`src/rtl/play_serial_receiver.sv`:
```
// 7E2 serial receiver that packs four characters into a 28-bit word,
// with per-character/per-word strobes and error/timeout pulses.
module play_serial_receiver #(
    parameter int CLKS_PER_BIT = 434,
    parameter int TIMEOUT_BITS = 40
) (
    input  logic        clock,
    input  logic        reset,
    input  logic        serial,
    output logic [27:0] palavra,
    output logic        pronto,
    output logic [6:0]  dado_char,
    output logic        char_pronto,
    output logic [1:0]  num_chars,
    output logic        erro_paridade,
    output logic        erro_frame,
    output logic        timeout
);

    localparam int TW       = $clog2(CLKS_PER_BIT);
    localparam int IDLE_MAX = TIMEOUT_BITS * CLKS_PER_BIT;
    localparam int IW       = $clog2(IDLE_MAX);

    localparam logic [TW-1:0] HALF_END = TW'(CLKS_PER_BIT / 2 - 1);
    localparam logic [TW-1:0] BIT_END  = TW'(CLKS_PER_BIT - 1);
    localparam logic [IW-1:0] IDLE_END = IW'(IDLE_MAX - 1);

    typedef enum logic [2:0] {
        ESPERA, START, DADOS, PARIDADE, STOP1, STOP2, ARMAZENA
    } state_t;

    state_t        state_q, state_d;
    logic          rx_meta, rx_s;
    logic [TW-1:0] timer_q;
    logic [2:0]    bit_idx_q, bit_idx_d;
    logic [6:0]    shift_q, shift_d;
    logic          par_q, par_d;
    logic          frm_q, frm_d;
    logic          armed_q;
    logic [IW-1:0] idle_q, idle_d;
    logic [20:0]   buf_q, buf_d;
    logic          tick;

    logic [27:0] palavra_d;
    logic [6:0]  dado_d;
    logic [1:0]  nc_d;
    logic        pronto_d, cp_d, perr_d, ferr_d, to_d;

    assign tick = (state_q == START) ? (timer_q == HALF_END)
                                     : (timer_q == BIT_END);

    always_comb begin
        state_d   = state_q;
        bit_idx_d = bit_idx_q;
        shift_d   = shift_q;
        par_d     = par_q;
        frm_d     = frm_q;
        idle_d    = '0;
        buf_d     = buf_q;
        palavra_d = palavra;
        dado_d    = dado_char;
        nc_d      = num_chars;
        pronto_d  = 1'b0;
        cp_d      = 1'b0;
        perr_d    = 1'b0;
        ferr_d    = 1'b0;
        to_d      = 1'b0;
        unique case (state_q)
            ESPERA: begin
                // A start edge in the same cycle beats the timeout
                if (!rx_s && armed_q) begin
                    state_d = START;
                end else if (num_chars != 2'd0) begin
                    if (idle_q == IDLE_END) begin
                        to_d = 1'b1;
                        nc_d = 2'd0;
                    end else begin
                        idle_d = idle_q + IW'(1);
                    end
                end
            end
            START: begin
                if (tick) begin
                    if (rx_s) begin
                        state_d = ESPERA;
                    end else begin
                        state_d   = DADOS;
                        bit_idx_d = 3'd0;
                    end
                end
            end
            DADOS: begin
                if (tick) begin
                    shift_d   = {rx_s, shift_q[6:1]};
                    bit_idx_d = bit_idx_q + 3'd1;
                    if (bit_idx_q == 3'd6) state_d = PARIDADE;
                end
            end
            PARIDADE: begin
                if (tick) begin
                    par_d   = rx_s ^ (^shift_q);
                    frm_d   = 1'b0;
                    state_d = STOP1;
                end
            end
            STOP1: begin
                if (tick) begin
                    frm_d   = ~rx_s;
                    state_d = STOP2;
                end
            end
            STOP2: begin
                if (tick) begin
                    if (!rx_s) frm_d = 1'b1;
                    state_d = ARMAZENA;
                end
            end
            ARMAZENA: begin
                state_d = ESPERA;
                if (frm_q) begin
                    ferr_d = 1'b1;
                    nc_d   = 2'd0;
                end else if (par_q) begin
                    perr_d = 1'b1;
                    nc_d   = 2'd0;
                end else begin
                    dado_d = shift_q;
                    cp_d   = 1'b1;
                    nc_d   = num_chars + 2'd1;
                    unique case (num_chars)
                        2'd0: buf_d[6:0]   = shift_q;
                        2'd1: buf_d[13:7]  = shift_q;
                        2'd2: buf_d[20:14] = shift_q;
                        2'd3: begin
                            palavra_d = {shift_q, buf_q};
                            pronto_d  = 1'b1;
                        end
                    endcase
                end
            end
            default: state_d = ESPERA;
        endcase
    end

    always_ff @(posedge clock) begin
        if (reset) begin
            rx_meta       <= 1'b1;
            rx_s          <= 1'b1;
            state_q       <= ESPERA;
            timer_q       <= '0;
            bit_idx_q     <= '0;
            shift_q       <= '0;
            par_q         <= 1'b0;
            frm_q         <= 1'b0;
            armed_q       <= 1'b0;
            idle_q        <= '0;
            buf_q         <= '0;
            palavra       <= '0;
            dado_char     <= '0;
            num_chars     <= '0;
            pronto        <= 1'b0;
            char_pronto   <= 1'b0;
            erro_paridade <= 1'b0;
            erro_frame    <= 1'b0;
            timeout       <= 1'b0;
        end else begin
            rx_meta       <= serial;
            rx_s          <= rx_meta;
            state_q       <= state_d;
            timer_q       <= (state_d != state_q) ? '0 : timer_q + TW'(1);
            bit_idx_q     <= bit_idx_d;
            shift_q       <= shift_d;
            par_q         <= par_d;
            frm_q         <= frm_d;
            // Re-arm only after the line has been seen high while idle
            armed_q       <= (state_q == ESPERA) && rx_s;
            idle_q        <= idle_d;
            buf_q         <= buf_d;
            palavra       <= palavra_d;
            dado_char     <= dado_d;
            num_chars     <= nc_d;
            pronto        <= pronto_d;
            char_pronto   <= cp_d;
            erro_paridade <= perr_d;
            erro_frame    <= ferr_d;
            timeout       <= to_d;
        end
    end

endmodule
```
`config.mk`:
```
export PLATFORM = sky130hd
export DESIGN_NAME = play_serial_receiver
export DESIGN_NICKNAME = d
export VERILOG_FILES = /design/src/rtl/play_serial_receiver.sv
export SDC_FILE = /design/constraint.sdc
export NUM_CORES = 1
export LEC_CHECK = 0
export CAP_MARGIN = 20
export CORE_ASPECT_RATIO = 0.8
export CORE_UTILIZATION = 35
export DETAILED_ROUTE_END_ITERATION = 10
export PLACE_DENSITY_LB_ADDON = 0.05
export SLEW_MARGIN = 20
export SYNTH_ARGS = -nofsm -noshare
export SYNTH_HDL_FRONTEND = slang
export SYNTH_SLANG_ARGS = --single-unit
```
`constraint.sdc`:
```
create_clock -name clock -period 2.25 [get_ports clock]
set_input_delay 0.225 -clock clock [delete_from_list [all_inputs] [get_ports clock]]
set_output_delay 0.225 -clock clock [all_outputs]
set_load 0.05 [all_outputs]
```
==> results of run 1 <==
## metal layers
metal  GRT usage (%)  wire length [um]  up-vias
li1                -                 -     1721
met1            21.9              4840     1515
met2            24.2              3830       61
met3            3.73               345       11
met4            5.35               124        0
met5               0                 0        -
## final cells by class
class	instances	area (um^2)
clock buffer	10	229
clock inverter	6	67.6
tap	148	185
sequential	105	2100
inverter	9	33.8
timing repair buffer	51	513
multi-input combinational	352	1930
fill	1185	6590
## logic make-up after synthesis
family	after synthesis	share of synthesized area [%]
muxes	8	1.89
adders and majority gates	8	2.37
and+or+nand+nor	234	26.2
xor gates and xnor gates	28	5.80
AOI/OAI and AO/OA	74	9.33
buffers and inverters	47	4.71
DFF	105	49.7
## report_power, final
group / total (W) / internal [W] / switching, W / leakage (nW)
Clock: 0.00158 / 0.000870 / 0.000710 / 0.144
Combinational: 0.0000518 / 0.0000174 / 0.0000343 / 0.645
Sequential: 0.00188 / 0.00187 / 0.0000137 / 0.847
## sequential cells by signal, indices dropped and copies added, names as in the netlist
name and count:
palavra 28, state_q 3, rx_s 1, timer_q 9, bit_idx_q 3, rx_meta 1
idle_q 15, erro_frame 1, num_chars 2, dado_char 7, par_q 1, timeout 1
erro_paridade 1, shift_q 7, frm_q 1, buf_q 21, armed_q 1, char_pronto 1
pronto 1
## path summary, 6_finish.rpt
check / start / end / slack [ns] / cells after the start
max: num_chars[0] / num_chars[1] / 0.26 / 6
min: reset / pronto / 0.28 / 2
max reg2reg: num_chars[0] / num_chars[1] / 0.26 / 6
min reg2reg: rx_meta / rx_s / 0.41 / 1
## worst max-delay path, delay by kind of cell, from the launching register on
| family | cells | cell delay, ns |
|---|---|---|
| DFF | 1 | 0.39 |
| adders and majority gates | 1 | 0.33 |
| AOI/OAI and AO/OA | 4 | 1.04 |
| buffers and inverters | 1 | 0.08 |
## cell usage in the layout (no fill, tap or decap), types with 2 or more instances in the layout
| cell type | instances |
|---|---|
| xnor2_1 | 17 |
| o21ai_0 | 2 |
| mux2i_1 | 8 |
| nand2_1 | 107 |
| inv_1 | 9 |
| or3_1 | 2 |
| nand4_1 | 4 |
| dfxtp_1 | 104 |
| clkdlybuf4s50_1 | 43 |
| clkinv_2 | 2 |
| nor4_1 | 2 |
| a41oi_1 | 2 |
| ha_1 | 8 |
| xor2_1 | 11 |
| a211oi_1 | 2 |
| and2_1 | 3 |
| nor3b_1 | 5 |
| clkbuf_16 | 9 |
| nor2_1 | 40 |
| nor3_1 | 14 |
| buf_4 | 5 |
| nand3_1 | 34 |
| buf_12 | 2 |
| or2_2 | 2 |
| a21oi_1 | 65 |
| nand3b_1 | 4 |
| and3_1 | 6 |
## through the flow
stage / hold WS (ns) / util [%] / std cells / total power (W) / cell area, um^2
after floorplan: 0.329 / - / 504 / 0.00196 / 4230
after global placement: 0.394 / 40.9 / 665 / 0.00197 / 4760
after detailed placement: 0.398 / 40.9 / 665 / 0.00198 / 4760
after CTS: 0.283 / 43.4 / 681 / 0.00356 / 5060
after global routing: 0.306 / 43.4 / 681 / 0.00365 / 5060
final: 0.280 / 43.4 / 681 / 0.00351 / 5060
==> results.sh, run 1 <==
export IMPL_cts_hold_buffers=0
export IMPL_max_slew_margin_pct=59.1
export IMPL_grt_pass1_vias=3090
export IMPL_post_cts_buffers=0
export IMPL_cts_tree="done"
export IMPL_max_cap_viol_count=0
export IMPL_setup_ws_ns=0.262
export IMPL_cp_start_kind="flop"
export IMPL_grt_pass1_wl_mm=15.7
export IMPL_max_freq_ghz=0.503
export IMPL_ys_ff_latch=105
export IMPL_cpPeakStageDelay_ns=0.60
export IMPL_synth_commonest_cells="107 x nand2_1, 105 x dfxtp_1, 65 x a21oi_1, 40 x nor2_1, 34 x nand3_1"
export IMPL_hold_path_class="primary input to flop"
export IMPL_cp_required_ns=2.46
export IMPL_rsz0062_at_grt="false"
export IMPL_io_buffers=44
export IMPL_pwr_density_cell_mw_per_mm2=694
export IMPL_io_pins=45
export IMPL_min_period_ns=1.99
export IMPL_first_pass_iters=7
export IMPL_clk_pin_slew_ns=0.08
export IMPL_vias_per_cell=4.86
export IMPL_wl_mm=9.14
export IMPL_vias=3308
export IMPL_ys_async_sr_fraction_pct=0
export IMPL_drive_gt1_share_pct=5.82
export IMPL_globalplace_congestion=0.808
export IMPL_setup_viol=0
export IMPL_dp_hpwl_mm=6.15
export IMPL_antenna_found_initial=0
export IMPL_violations="design-rule violations"
export IMPL_cts_max_level=3
export IMPL_finalMaxSlewViolations=0
export IMPL_num_rows=35
export IMPL_die_h_um=100
export IMPL_cp_common_cell="a21oi_1"
export IMPL_yosysMostFrequentCell="nand2_1"
export IMPL_cp_end_kind="flop"
export IMPL_coreArea_mm2=0.0116
export IMPL_ys_warn_count=0
export IMPL_insertion_delay_ns=0.35
export IMPL_cp_data_arrival_time_ns=2.19
export IMPL_synth_edf_count=0
export IMPL_dp_slack_ns=0.304
export IMPL_synth_ff_type="dfxtp_1"
export IMPL_initial_core_util_pct=36.3
export IMPL_p_leak_nw=1.64
export IMPL_drc=4
export IMPL_crit_type="flop to flop"
export IMPL_slowest_stage="a2111oi_1"
export IMPL_die_w_um=125
export IMPL_dieArea_mm2=0.0125
export IMPL_cts_sinks=105
export IMPL_synth_nets=515
export IMPL_drt_initial_drc_count=167
export IMPL_synthTopCellsByArea="dfxtp_1 50%, nand2_1 9.5%, a21oi_1 7.7%"
export IMPL_area_delta_synth_final_pct=19.7
export IMPL_postRouteAntennaNets=0
export IMPL_layout_nets=539
export IMPL_grt_max_degree=59
export IMPL_outcome="finished with violations"
export IMPL_fin_crit_sh_pct=88.3
export IMPL_cts_buffer_depth=2
export IMPL_worst_slew_pin_slew_ns=0.614
export IMPL_ys_seq_area_share_pct=49.7
export IMPL_numCtsBuffers=9
export IMPL_clock_root_buffer="clkbuf_16"
export IMPL_ys_types=40
export IMPL_path_cells="inv_1 -> ha_1 -> a2111oi_1 -> a21oi_1 -> o21ai_0 -> a21oi_1"
export IMPL_synth_area_mm2=0.00423
export IMPL_yosys_area_top_type_share_pct=49.7
export IMPL_ir_drop_v=0.000421
export IMPL_netlist_instances=504
export IMPL_ctsResizeCount=0
export IMPL_skew_ns=0.0100
export IMPL_diodes=0
export IMPL_cp_max_fo=9
export IMPL_synth_area_per_cell_um2=8.39
export IMPL_routedWlPerCell_um=13.4
export IMPL_grt_total_usage_pct=15.8
export IMPL_finalHoldViolCount=0
export IMPL_tns_ns=0
export IMPL_overflow=0
export IMPL_synth_area_leader_cell="dfxtp_1"
Note: power is estimated with default switching activity, not from simulation.
==> run 2: changes to the inputs <==
- SETUP_SLACK_MARGIN: default -> 0.05
==> run 2 against run 1 <==
  * The flow still finishes with violations (design-rule violations)
  * Via count decreased by 0.97%
  * Sequential share of layout area shrank 0.22 points
  * Hold slack better by 0.049 ns
  * Setup slack gained 0.039 ns
  * Power rose by 3.0%
  * Clock power up 6%
  * Combinational power is 4% higher
  * Maximum frequency increased by 2.0%
  * First-iteration DRC count grew 56%
  * Non-clock buffer count rose by 2
  * Critical path depth unchanged
  * Clock skew decreased by 0.0053 ns
==> results.sh, run 2 (same netlist as run 1, synthesis figures left out) <==
export IMPL_outcome="finished with violations"
export IMPL_violations="design-rule violations"
export IMPL_drt_initial_drc_count=261
export IMPL_cp_common_cell="nand2_1"
export IMPL_cp_max_fo=33
export IMPL_r2r_setup_slack_ns=0.30
export IMPL_rsz0062_at_grt="false"
export IMPL_die_h_um=100
export IMPL_num_rows=35
export IMPL_first_pass_iters=8
export IMPL_crit_type="flop to flop"
export IMPL_final_common_cell="nand2_1"
export IMPL_drive_gt1_share_pct=6.55
export IMPL_cp_required_ns=2.47
export IMPL_hold_path_class="primary input to flop"
export IMPL_clk_pin_slew_ns=0.07
export IMPL_finalMaxSlewViolations=0
export IMPL_reg_top3="palavra x28, buf_q x21, idle_q x15"
export IMPL_diodes=0
export IMPL_antenna_found_initial=0
export IMPL_cp_end_kind="flop"
export IMPL_dieArea_mm2=0.0125
export IMPL_p_leak_nw=1.66
export IMPL_grt_total_usage_pct=16.1
export IMPL_fin_crit_sh_pct=86.6
export IMPL_layout_nets=541
export IMPL_dp_hpwl_mm=6.30
export IMPL_skew_ns=0.00473
export IMPL_wl_mm=9.35
export IMPL_largest_reg_flops=28
export IMPL_initial_core_util_pct=36.3
export IMPL_die_w_um=125
export IMPL_ir_drop_v=0.000406
export IMPL_finalHoldViolCount=0
export IMPL_worst_slew_pin_slew_ns=0.529
export IMPL_tns_ns=0
export IMPL_clock_root_buffer="clkbuf_16"
export IMPL_cp_start_kind="flop"
export IMPL_coreArea_mm2=0.0116
export IMPL_pwr_density_cell_mw_per_mm2=711
export IMPL_io_buffers=44
export IMPL_cts_buffer_depth=2
export IMPL_grt_pass1_wl_mm=16.0
export IMPL_io_pins=45
export IMPL_max_slew_margin_pct=64.6
export IMPL_setup_viol=0
export IMPL_grt_max_degree=34
export IMPL_min_period_ns=1.95
export IMPL_overflow=0
export IMPL_post_cts_buffers=0
export IMPL_postRouteAntennaNets=0
export IMPL_slowest_stage="dfxtp_1"
export IMPL_max_cap_viol_count=0
export IMPL_insertion_delay_ns=0.34
export IMPL_cts_max_level=3
export IMPL_vias=3276
export IMPL_finalPower_w=0.00362
export IMPL_top_register="palavra"
export IMPL_cts_sinks=105
export IMPL_path_cells="and2_1 -> nor4b_4 -> buf_12 -> nand2_1 -> nand2_1 -> a21oi_1"
export IMPL_cts_tree="done"
export IMPL_routedWlPerCell_um=13.7
export IMPL_most_common_layout_cells="107 x nand2_1, 103 x dfxtp_1, 65 x a21oi_1"
export IMPL_globalplace_congestion=0.770
export IMPL_max_freq_ghz=0.513
export IMPL_area_delta_synth_final_pct=20.4
export IMPL_numCtsBuffers=9
export IMPL_grt_pass1_vias=3153
export IMPL_cpPeakStageDelay_ns=0.56
export IMPL_cp_data_arrival_time_ns=2.17
export IMPL_vias_per_cell=4.80
export IMPL_drc=10
==> run 2: metal layers <==
metal / vias to the layer above / global-route usage (%) / routed length [um]
met2: 43 / 24.6 / 4020
met4: 0 / 5.91 / 137
met3: 13 / 3.57 / 263
met5: - / 0 / 0
li1: 1729 / - / -
met1: 1491 / 22.3 / 4930
==> run 2: critical path: cells and delay by family (launching register included) <==
family	cells	cell delay, ns
and+or+nand+nor	4	0.95
DFF	1	0.56
buffers and inverters	1	0.24
AOI/OAI and AO/OA	1	0.07
==> run 2: metrics by stage <==
| stage | worst slack, ns | instance area [um^2] | std cells | hold slack, ns | utilization, % |
|---|---|---|---|---|---|
| 3_5_place_dp | 0.192 | 4760 | 667 | 0.404 | 40.9 |
| 4_1_cts | 0.168 | 5080 | 682 | 0.329 | 43.6 |
| 6_report | 0.302 | 5090 | 682 | 0.329 | 43.7 |
| 3_3_place_gp | 0.237 | 4760 | 667 | 0.393 | 40.9 |
| 2_1_floorplan | 0.185 | 4230 | 504 | 0.329 | - |
| 5_1_grt | 0.121 | 5090 | 682 | 0.342 | 43.7 |
==> run 2: layout make-up <==
class	count	area, um^2
Multi-Input combinational cell	352	1930
Sequential cell	105	2100
Fill cell	1174	6560
Timing Repair Buffer	53	515
Clock inverter	5	78.8
Inverter	9	33.8
Clock buffer	10	239
Tap cell	148	185
==> run 2: path summary, 6_finish.rpt <==
kind	from	to	cells past startpoint
max reg2reg	state_q[1]	buf_q[2]	6
min	reset	state_q[1]	2
max	state_q[1]	buf_q[2]	6
min reg2reg	rx_meta	rx_s	1
==> run 2: timing repair <==
action / 4_1_cts / 5_1_grt
hold buffers: 0 / 0
endpoints found under the setup margin: 0 / 17
gates resized for setup: 0 / 1
==> run 2: where the power goes <==
part	leakage (nW)	internal, W	switching (W)
logic	0.653	0.0000188	0.0000349
registers	0.848	0.00187	0.0000136
clock network	0.159	0.00100	0.000683
total	1.66	0.00288	0.000731
==> run 3: changes to the inputs <==
- ABC_AREA: default -> 1
- CORE_UTILIZATION: 35 -> 56
==> run 3 against run 2 <==
  * The flow now finishes without violations
  * Core utilization is 23 points higher
  * Clock power shrank 30%
  * Die area fell by 37%
  * Cell count down 6.2%
  * Via count increased by 0.67%
  * Critical path depth shrank 5
  * Setup slack gained 0.072 ns
  * Synthesized cell count is 0.40% higher
  * Critical endpoint is now num_chars[1]
  * Largest cell class unchanged
  * Largest power group unchanged
  * Highest routed layer unchanged
==> results.sh, run 3 <==
export IMPL_post_cts_buffers=0
export IMPL_ys_warn_count=0
export IMPL_drive_gt1_share_pct=12.7
export IMPL_max_freq_ghz=0.533
export IMPL_ir_drop_v=0.000391
export IMPL_cts_hold_buffers=0
export IMPL_finalPower_w=0.00315
export IMPL_ctsResizeCount=0
export IMPL_synth_area_mm2=0.00425
export IMPL_postRouteAntennaNets=0
export IMPL_dieArea_mm2=0.00794
export IMPL_skew_ns=0.0112
export IMPL_overflow=0
export IMPL_crit_type="flop to output pin"
export IMPL_outcome="finished clean"
export IMPL_insertion_delay_ns=0.36
export IMPL_cp_end_kind="output pin"
export IMPL_cts_buffer_depth=2
export IMPL_cts_tree="done"
export IMPL_fin_crit_sh_pct=83.4
export IMPL_globalplace_congestion=0.789
export IMPL_die_h_um=79.9
export IMPL_grt_total_usage_pct=21.7
export IMPL_synth_area_leader_cell="dfxtp_1"
export IMPL_top_register="palavra"
export IMPL_first_pass_iters=4
export IMPL_die_w_um=99.4
export IMPL_layout_nets=556
export IMPL_r2r_setup_slack_ns=0.40
export IMPL_ys_async_sr_fraction_pct=0
export IMPL_cp_required_ns=2.03
export IMPL_worst_slew_pin_slew_ns=0.546
export IMPL_placed_area_mm2=0.00472
export IMPL_drc=0
export IMPL_cp_start_kind="flop"
export IMPL_synthTopCellsByArea="dfxtp_1 49%, nor2_1 7.0%, o21ai_0 6.2%"
export IMPL_design_area_mm2=0.00492
export IMPL_reg_top3="palavra x28, buf_q x21, idle_q x15"
export IMPL_vias_per_cell=5.15
export IMPL_cts_sinks=105
export IMPL_synth_ff_type="dfxtp_1"
export IMPL_cp_max_fo=5
export IMPL_synth_commonest_cells="105 x dfxtp_1, 79 x nor2_1, 53 x o21ai_0, 46 x a21oi_1, 41 x nand2_1"
export IMPL_numCtsBuffers=9
export IMPL_min_period_ns=1.88
export IMPL_max_cap_viol_count=0
export IMPL_synth_area_per_cell_um2=8.39
export IMPL_netlist_instances=506
export IMPL_drt_initial_drc_count=100
export IMPL_yosysMostFrequentCell="dfxtp_1"
export IMPL_grt_pass1_wl_mm=13.6
export IMPL_yosys_area_top_type_share_pct=49.5
export IMPL_rsz0062_at_grt="false"
export IMPL_path_cells="clkdlybuf4s50_1"
export IMPL_setup_viol=0
export IMPL_tns_ns=0
export IMPL_dp_hpwl_mm=5.75
export IMPL_clk_pin_slew_ns=0.09
export IMPL_synth_nets=517
export IMPL_cp_data_arrival_time_ns=1.65
export IMPL_slowest_stage="clkdlybuf4s50_1"
export IMPL_ys_ff_latch=105
export IMPL_num_rows=28
export IMPL_cts_max_level=3
export IMPL_max_slew_margin_pct=63.5
export IMPL_clock_root_buffer="clkbuf_8"
export IMPL_coreArea_mm2=0.00736
export IMPL_antenna_found_initial=0
export IMPL_fin_util_pct=66.9
export IMPL_ys_seq_area_share_pct=49.5
export IMPL_finalMaxSlewViolations=0
export IMPL_pwr_density_cell_mw_per_mm2=639
export IMPL_io_buffers=44
export IMPL_vias=3298
export IMPL_cp_num_buf_inv=1
export IMPL_diodes=0
export IMPL_finalHoldViolCount=0
export IMPL_cpPeakStageDelay_ns=0.85
export IMPL_most_common_layout_cells="105 x dfxtp_1, 79 x nor2_1, 53 x o21ai_0"
export IMPL_area_delta_synth_final_pct=15.9
export IMPL_grt_max_degree=35
export IMPL_grt_pass1_vias=2913
export IMPL_initial_core_util_pct=57.7
export IMPL_hold_path_class="primary input to flop"
export IMPL_routedWlPerCell_um=12.6
export IMPL_crit_family="buffers and inverters"
export IMPL_synth_edf_count=0
export IMPL_ys_types=39
export IMPL_largest_reg_flops=28
export IMPL_wl_mm=8.09
export IMPL_p_leak_nw=1.80
export IMPL_io_pins=45
export IMPL_final_common_cell="dfxtp_1"
-- run 3: changes by cell type in the layout (fill, tap and decap cells not counted), moves of 14 or more --
cell / delta
a21oi_1: -19
nand3_1: -22
nand2_1: -66
o21ai_0: +51
nor2_2: +14
inv_1: +27
nor2_1: +39
-- run 3: where the power goes --
| group | internal (W) | switching [W] | leakage, nW |
|---|---|---|---|
| sequential | 0.00187 | 0.0000107 | 0.847 |
| combinational | 0.0000302 | 0.0000561 | 0.849 |
| clock | 0.000556 | 0.000629 | 0.102 |
-- run 3: final timing paths --
kind | start | endpoint | cells past startpoint
max | num_chars[1] | num_chars[1] | 1
min | serial | rx_meta | 2
max reg2reg | state_q[2] | palavra[22] | 8
min reg2reg | rx_meta | rx_s | 1
-- run 3: stage by stage --
stage	cells	hold slack, ns	setup slack, ns
final	640	0.425	0.374
after global routing	640	0.426	0.144
after CTS	640	0.414	0.360
after detailed placement	624	0.395	0.420
after global placement	624	0.413	0.474
after floorplan	506	0.309	0.396
-- run 3: cell type report --
class,instances,area (um^2)
Clock buffer,11,141
Clock inverter,5,62.6
Fill cell,630,2430
Inverter,46,175
Multi-Input combinational cell,335,1860
Sequential cell,105,2100
Tap cell,90,113
Timing Repair Buffer,48,470
-- run 3: cell families after synthesis --
group | after synthesis | synth area share [%]
simple gates | 186 | 22.2
buf+inv | 66 | 6.75
compound gates | 122 | 15.3
fa+ha+maj | 8 | 2.36
flops | 105 | 49.5
xor+xnor | 19 | 3.92
-- run 3: layer usage --
metal  part of all wire [%]  GRT usage, %  up-vias
li1                       -             -     1735
met4                   0.85          4.41        0
met5                      0             0        -
met3                    3.6          5.60        8
met2                     43          33.7       49
met1                     53          30.5     1506
